$ cat src/rtl/seg7_pkg.sv
// seg7_pkg: shared constants for the DE1 7-segment display blocks.
//   SEG_BLANK        all segments off (active-low)
//   SEG_TABLE[v]     active-low {g,f,e,d,c,b,a} pattern for hex digit v
//   DEC_MAX/HEX_MAX  largest digit value in BCD / hex counting
//   digit_max()      active per-digit maximum for the selected mode
package seg7_pkg;

  localparam logic [6:0] SEG_BLANK = 7'b1111111;

  localparam logic [3:0] DEC_MAX = 4'd9;
  localparam logic [3:0] HEX_MAX = 4'hF;

  // Entry 15 first so that SEG_TABLE[v] selects the pattern for value v.
  localparam logic [15:0][6:0] SEG_TABLE = {
    7'b0001110,  // F
    7'b0000110,  // E
    7'b0100001,  // d
    7'b1000110,  // C
    7'b0000011,  // b
    7'b0001000,  // A
    7'b0010000,  // 9
    7'b0000000,  // 8
    7'b1111000,  // 7
    7'b0000010,  // 6
    7'b0010010,  // 5
    7'b0011001,  // 4
    7'b0110000,  // 3
    7'b0100100,  // 2
    7'b1111001,  // 1
    7'b1000000   // 0
  };

  function automatic logic [3:0] digit_max(input logic dec_mode);
    return dec_mode ? DEC_MAX : HEX_MAX;
  endfunction

endpackage

$ cat src/rtl/seg7_decode.sv
// seg7_decode: one 4-bit digit to active-low 7-segment pattern.
//   value  in  4  digit value 0..F
//   blank  in  1  1 = all segments off
//   seg    out 7  active-low {g,f,e,d,c,b,a}
module seg7_decode
  import seg7_pkg::*;
(
  input  logic [3:0] value,
  input  logic       blank,
  output logic [6:0] seg
);

  always_comb begin
    seg = blank ? SEG_BLANK : SEG_TABLE[value];
  end

endmodule

$ cat src/rtl/multi_digit_counter_7seg.sv
// multi_digit_counter_7seg: multi-digit up/down counter, hex or BCD per digit, with a
// 7-segment decoder per digit and optional leading-zero blanking.
//   clk       in   1          clock, rising edge
//   rst       in   1          asynchronous active-high reset
//   en        in   1          count enable
//   up        in   1          1 = up, 0 = down
//   dec_mode  in   1          1 = BCD digits (0..9), 0 = hex digits (0..F)
//   load      in   1          synchronous load of load_val (wins over en)
//   load_val  in   4*DIGITS   load value, digit i = load_val[4i+3:4i]
//   blank_lz  in   1          blank leading zero digits (digit 0 never blanked)
//   count     out  4*DIGITS   registered count
//   tc        out  1          registered one-cycle pulse after a full-counter wrap
//   hex       out  7*DIGITS   active-low segments, digit i = hex[7i+6:7i]
module multi_digit_counter_7seg
  import seg7_pkg::*;
#(
  parameter int unsigned DIGITS = 4
) (
  input  logic                  clk,
  input  logic                  rst,
  input  logic                  en,
  input  logic                  up,
  input  logic                  dec_mode,
  input  logic                  load,
  input  logic [4*DIGITS-1:0]   load_val,
  input  logic                  blank_lz,
  output logic [4*DIGITS-1:0]   count,
  output logic                  tc,
  output logic [7*DIGITS-1:0]   hex
);

  logic [4*DIGITS-1:0] count_q, count_d;
  logic                tc_q, tc_d;

  logic [DIGITS-1:0]   at_max;
  logic [DIGITS-1:0]   at_zero;
  logic [DIGITS-1:0]   step;
  logic [DIGITS-1:0]   digit_blank;
  logic                chain;
  logic                wrap;
  logic                zero_run;
  logic [3:0]          max_val;

  assign max_val = digit_max(dec_mode);

  // In BCD mode an out-of-range digit (A..F) behaves as MAX on the way up.
  always_comb begin
    at_max  = '0;
    at_zero = '0;
    for (int i = 0; i < int'(DIGITS); i++) begin
      at_max[i]  = dec_mode ? (count_q[4*i +: 4] >= DEC_MAX) : (count_q[4*i +: 4] == HEX_MAX);
      at_zero[i] = (count_q[4*i +: 4] == 4'd0);
    end
  end

  // Prefix AND: digit i steps when every lower digit is at MAX (up) or 0 (down).
  // The chain surviving past the top digit means the whole counter wraps.
  always_comb begin
    chain = 1'b1;
    step  = '0;
    for (int i = 0; i < int'(DIGITS); i++) begin
      step[i] = chain;
      chain   = chain & (up ? at_max[i] : at_zero[i]);
    end
    wrap = chain;
  end

  always_comb begin
    count_d = count_q;
    tc_d    = 1'b0;
    if (load) begin
      for (int i = 0; i < int'(DIGITS); i++) begin
        count_d[4*i +: 4] = (dec_mode && (load_val[4*i +: 4] > DEC_MAX)) ? DEC_MAX
                                                                          : load_val[4*i +: 4];
      end
    end else if (en) begin
      tc_d = wrap;
      for (int i = 0; i < int'(DIGITS); i++) begin
        if (step[i]) begin
          if (up) begin
            count_d[4*i +: 4] = at_max[i] ? 4'd0 : count_q[4*i +: 4] + 4'd1;
          end else if (at_zero[i]) begin
            count_d[4*i +: 4] = max_val;
          end else if (dec_mode && (count_q[4*i +: 4] > DEC_MAX)) begin
            // Out-of-range BCD digit drops straight to 9; not a borrow.
            count_d[4*i +: 4] = DEC_MAX;
          end else begin
            count_d[4*i +: 4] = count_q[4*i +: 4] - 4'd1;
          end
        end
      end
    end
  end

  always_ff @(posedge clk or posedge rst) begin
    if (rst) begin
      count_q <= '0;
      tc_q    <= 1'b0;
    end else begin
      count_q <= count_d;
      tc_q    <= tc_d;
    end
  end

  assign count = count_q;
  assign tc    = tc_q;

  // Walk from the top digit down; a digit is a leading zero while all digits above are zero.
  always_comb begin
    digit_blank = '0;
    zero_run    = 1'b1;
    for (int i = int'(DIGITS) - 1; i >= 0; i--) begin
      zero_run       = zero_run & at_zero[i];
      digit_blank[i] = blank_lz && (i > 0) && zero_run;
    end
  end

  for (genvar g = 0; g < int'(DIGITS); g++) begin : g_digit
    seg7_decode u_decode (
      .value (count_q[4*g +: 4]),
      .blank (digit_blank[g]),
      .seg   (hex[7*g +: 7])
    );
  end

endmodule

$ cat config.mk
export PLATFORM = sky130hd
export DESIGN_NAME = multi_digit_counter_7seg
export DESIGN_NICKNAME = d
export VERILOG_FILES = /design/src/rtl/seg7_pkg.sv /design/src/rtl/seg7_decode.sv /design/src/rtl/multi_digit_counter_7seg.sv
export SDC_FILE = /design/constraint.sdc
export NUM_CORES = 1
export LEC_CHECK = 0
export ABC_CLOCK_PERIOD_IN_PS = 2800
export BUFFER_PORTS_ARGS = -buffer_cell sky130_fd_sc_hd__buf_4
export CORE_MARGIN = 2
export CORE_UTILIZATION = 40
export DETAILED_ROUTE_END_ITERATION = 10
export GPL_TIMING_DRIVEN = 0
export HOLD_SLACK_MARGIN = 0.06
export SLEW_MARGIN = 20
export SYNTH_ARGS = -nofsm -noshare
export SYNTH_HDL_FRONTEND = slang
export SYNTH_SLANG_ARGS = --single-unit
$ cat constraint.sdc
create_clock -name clk -period 2.8 [get_ports clk]
set_input_delay 0.28 -clock clk [delete_from_list [all_inputs] [get_ports clk]]
set_output_delay 0.28 -clock clk [all_outputs]
set_load 0.02 [all_outputs]
* After elaboration in Yosys (flattened, before gate mapping)
Memory sizes are Yosys's and may differ from the RTL's.
Index checks and enable logic that the tools add are counted.
** Cells by class
- Reduce and logical (&&, ||, !) cells :: 22
- Equality and inequality tests :: 4
- Order comparisons :: 16
- Mux-type cells :: 43
- Add/sub/neg operators :: 8
- Bitwise operators :: 5
** Operators by type and width (count)
- $mux 4 :: 23
- $mux 7 :: 7
- $gt 4x4->1 const B :: 8
- $mux 16 :: 2
- $lt 4x5->1 const B :: 4
- $add 4x1->4 const B :: 4
- $eq 4x4->1 const B :: 4
- $ge 4x4->1 const B :: 4
- $logic_not 4->1 :: 4
- $sub 4x1->4 const B :: 4
- $logic_and 1x1->1 :: 11
- $mux 1 :: 10
- $reduce_bool 2->1 :: 4
- $reduce_and 2->1 :: 3
- $and 1x1->1 :: 5
- $mux 3 :: 1
** Storage, ports and cells
- Memories :: 4
- ROM bits :: 448
- Flip-flop bits (word level) :: 17
- Logic and storage cells :: 107
- Bits of input ports :: 23
** Memories
- (name not given) :: words 16, bits a word 7, read ports 1, clocked after Yosys merged registers in 0, wr ports 0, line seg7_decode.sv:14 : seg = blank ? SEG_BLANK : SEG_TABLE[value];
- (name not given) :: words 16, bits a word 7, read ports 1, clocked after Yosys merged registers in 0, wr ports 0, line seg7_decode.sv:14
- (name not given) :: words 16, bits a word 7, read ports 1, clocked after Yosys merged registers in 0, wr ports 0, line seg7_decode.sv:14
- (name not given) :: words 16, bits a word 7, read ports 1, clocked after Yosys merged registers in 0, wr ports 0, line seg7_decode.sv:14

* Longest topological paths before layout
- Word-level depth :: 8
- Depth in mapped cells :: 8
- Mapped depth without buffers :: 7

* By module
A second synthesis with hierarchy kept.
** Unflattened totals
- Cell total of the unflattened synthesis :: 394
- Area, all modules :: 3153.0 um2
** By module, submodules not included
- multi_digit_counter_7seg :: cells each 254, times used 1, area each 1960.6 um2
- seg7_decode at g_digit[0].u_decode ... :: cells each 35, times used 3, area each 299.0 um2
- seg7_decode at g_digit[2].u_decode :: cells each 35, times used 1, area each 295.3 um2

* Worst setup path after synthesis
Ideal clock, no wire load.
- Kind :: register -> output
- Start point :: reg count_q[8], in the netlist count[8]
- End point :: out hex[7]
- Data arrival time :: 2.211 ns
- Setup slack :: 0.309 ns
- Data required time :: 2.520 ns
- Buffers on the path :: 0
- Stages on the path, launching flop included :: 7
- Cells stage by stage :: dfrtp_1 > inv_1 > ha_1 > or3b_4 > nor4_1 > o21ai_0 > a32oi_1
** Between the ends
- Longest elaborated chain between the ends :: 5
** RTL lines
- start, declared :: line multi_digit_counter_7seg.sv:32 : logic [4*DIGITS-1:0] count_q, count_d;
- start signal, assigned :: line multi_digit_counter_7seg.sv:100 : count_q <= count_d;
- $logic_not 4->1 :: line multi_digit_counter_7seg.sv:52 : at_zero[i] = (count_q[4*i +: 4] == 4'd0);
- $and 1x1->1 (2 in series) :: line multi_digit_counter_7seg.sv:113 : zero_run = zero_run & at_zero[i];
- $logic_and 1x1->1 :: line multi_digit_counter_7seg.sv:114 : digit_blank[i] = blank_lz && (i > 0) && zero_run;
- $mux 7 :: line seg7_decode.sv:14
- end, declared :: line multi_digit_counter_7seg.sv:29 : output logic [7*DIGITS-1:0] hex
Every way passes these cells.

* Final worst setup path
- Start point :: reg count_q[9], in the netlist count[9]
- End point :: out hex[7]
The elaborated chain is that of the path after synthesis.

==> flow_summary.ini <==
[run_status]
status = complete, no violations

[detailed_routing]
drt_iter0_drc = 154
dr.pass1.iters = 5
wl_per_cell_um = 16.3
ant_nets = 0
wl_mm = 9.42
drc_errors = 0
via_per_inst = 5.92
vias = 3415

[clock_network]
clk_latency_ns = 0.27
cts_root_buffer = clkbuf_8
clkTransAtPathRegs_ns = 0.08
cts_tree = yes
cts_setup_buffers = 0
h-tree-depth = 1
tritoncts.num_buffers = 3
cts_sinks = 17
clock_tree.buffer_depth = 2

[placed_design]
finalWeightedCongestion = 0.908
pre_cts_ws_ns = -0.0509
hpwl_mm = 6.88
portBuffers = 65
place_inst = 573

[global_route]
grt_max_degree = 18
grt_overflow = 0
antenna_found_initial = 0
track_usage_pct = 24.0
grt_pass1_wl_mm = 15.1
grt_pass1_vias = 3033

[logic_synthesis]
synth-edff-count = 0
mappedNetlistArea_um2 = 2850
ys_seq_area_share_pct = 14.9
synthMuxAreaShare_pct = 3.64
syn_nets = 461
synthCells = 412
synth_warnings = 0
yosys-top-cells-area = dfrtp_1 (15%), ha_1 (11%), nand2_1 (6.2%)
synth_top_family_by_area = compound AO/OA/AOI/OAI gates
async_reset_ff_share_pct = 100
synth.avg_cell_area_um2 = 6.93
synth-simple-area-share_pct = 27.8
yosysTopAreaCell = dfrtp_1
synthAdderAreaFrac_pct = 11.4
synth_top_area_share_pct = 14.9
synthDistinctLibCells = 63
synth_xor_area_share_pct = 0.921
synth_flop_cell = dfrtp_1
synth-compound-area-share_pct = 34.2
ys_ff_latch = 17

[die]
die_h_um = 88.5
num_rows = 30
die_area_um2 = 7830
core-area_um2 = 6830
die_w_um = 88.5
pin_count = 68
start_util_pct = 41.8

[sta]
finalCriticalPeriod_ns = 2.67
relSlewSlack_pct = 49.9
rsz0062_at_grt = no
hold_viol = 0
finalClockSkew_ns = 0.00845
worst_slew_pin_slew_ns = 0.750
fin_crit_sh_pct = 95.3
setup_ws_ns = 0.130
setup_violations = 0
fmax_ghz = 0.375
drv_slew = 0
holdWs_ns = 0.138

[layout]
finalNetCount = 531
mostFrequentLayoutCells = buf_4 (65), nand2_1 (46), nor2_1 (37), a21oi_1 (35), o21ai_0 (35)
mostFrequentLayoutCell = buf_4
layout.cells.non_filler = 577
n_antenna_cell = 0
area_growth_pct = 25.4
drive_above_1_share_pct = 21.6
fill_cells = 706

[worst_setup_path]
arrival_ns = 2.39
crit_path_start_kind = flop
endpoint_kind = primary output
cp_max_fo = 10
cp.required_ns = 2.52
path_class = reg2out

[hold_path]
min_path_type = in2async

[pwr]
peakVddDrop_uv = 228
p_leak_nw = 1.55
power_density_nw_per_um2 = 454

[flow_run]
max_cap_viol_count = 0
-- kinds of logic after synthesis --
family | Yosys count
and+or+nand+nor | 156
buffers and inverters | 52
xor gates and xnor gates | 3
muxes | 9
DFF | 17
adders and majority gates | 26
AOI/OAI and AO/OA | 149
-- timing repair --
| item | in CTS | in global routing |
|---|---|---|
| hold buffers | 0 | 0 |
| setup endpoints to repair | 14 | 14 |
| gates resized for setup | 8 | 13 |
| hold endpoints to repair | 0 | 0 |
-- power by group --
| group | switching (mW) | internal (mW) |
|---|---|---|
| combinational | 0.649 | 0.434 |
| clock | 0.103 | 0.102 |
| sequential | 0.0607 | 0.275 |
| total | 0.813 | 0.810 |
-- layout make-up --
cell class	count	area, um^2	area share (%)
multi-input combinational	343	2290	63.9
timing repair buffer	65	488	13.6
sequential	17	430	12.0
buffer	29	121	3.39
tap	96	120	3.36
inverter	23	86.3	2.41
clock buffer	4	45.0	1.26
-- stage by stage --
stage	utilization (%)	TNS, ns	total power [mW]	area, um^2
global placement	50.7	-0.0720	1.39	3460
global route	52.4	0	1.75	3580
CTS	51.9	-0.0545	1.61	3540
finish	52.4	0	1.62	3580
floorplan	-	0	1.03	2850
detailed placement	50.7	-0.0509	1.39	3460
-- per-layer routing --
| metal | GRT usage [%] | vias up | share of wire (%) |
|---|---|---|---|
| li1 | - | 1667 | - |
| met1 | 35.2 | 1590 | 47 |
| met5 | 0 | - | 0 |
| met3 | 3.36 | 14 | 6.4 |
| met4 | 5.37 | 0 | 1.4 |
| met2 | 37.3 | 144 | 45 |
-- critical path, cell delays in order (launching register included) --
cell     delay [ns]
dfrtp_2        0.49
inv_1          0.18
ha_4           0.21
or3b_4         0.45
nor4_4         0.28
o21ai_0        0.13
a32oi_1        0.22
buf_4          0.18
-- worst paths after layout --
path | startpoint | end | slack (ns) | cells past startpoint
min in group clk | load_val[15] | count[15]$_DFFE_PP0P_ | 0.23 | 3
hold reg to reg | count[9]$_DFFE_PP0P_ | count[9]$_DFFE_PP0P_ | 0.75 | 2
hold / removal | rst | count[5]$_DFFE_PP0P_ | 0.14 | 2
setup / recovery | count[9]$_DFFE_PP0P_ | hex[7] | 0.13 | 7
max in group asynchronous | rst | count[9]$_DFFE_PP0P_ | 2.14 | 2
setup reg to reg | count[4]$_DFFE_PP0P_ | count[15]$_DFFE_PP0P_ | 0.18 | 8
-- state kept, by name (all words and copies together) (netlist names) --
name and cells:
count 16, tc 1
-- Yosys cell counts (3+ instances only) --
cell	count
o21bai_1	4
and2_1	3
buf_2	8
clkbuf_1	18
inv_1	21
a211oi_1	9
o21ai_0	35
buf_1	3
a32oi_1	5
nand2b_1	7
nor4_1	4
dfrtp_1	17
a21oi_1	35
ha_1	26
o31ai_1	10
a31oi_1	9
a21o_1	6
nand3_1	19
o22ai_1	4
o211ai_1	7
nor3b_1	5
nor2b_1	7
mux2i_1	7
nor2_1	37
nand2_1	47
nor3_1	7
and3_1	3
No activity file was read; power rests on OpenSTA's default activity.
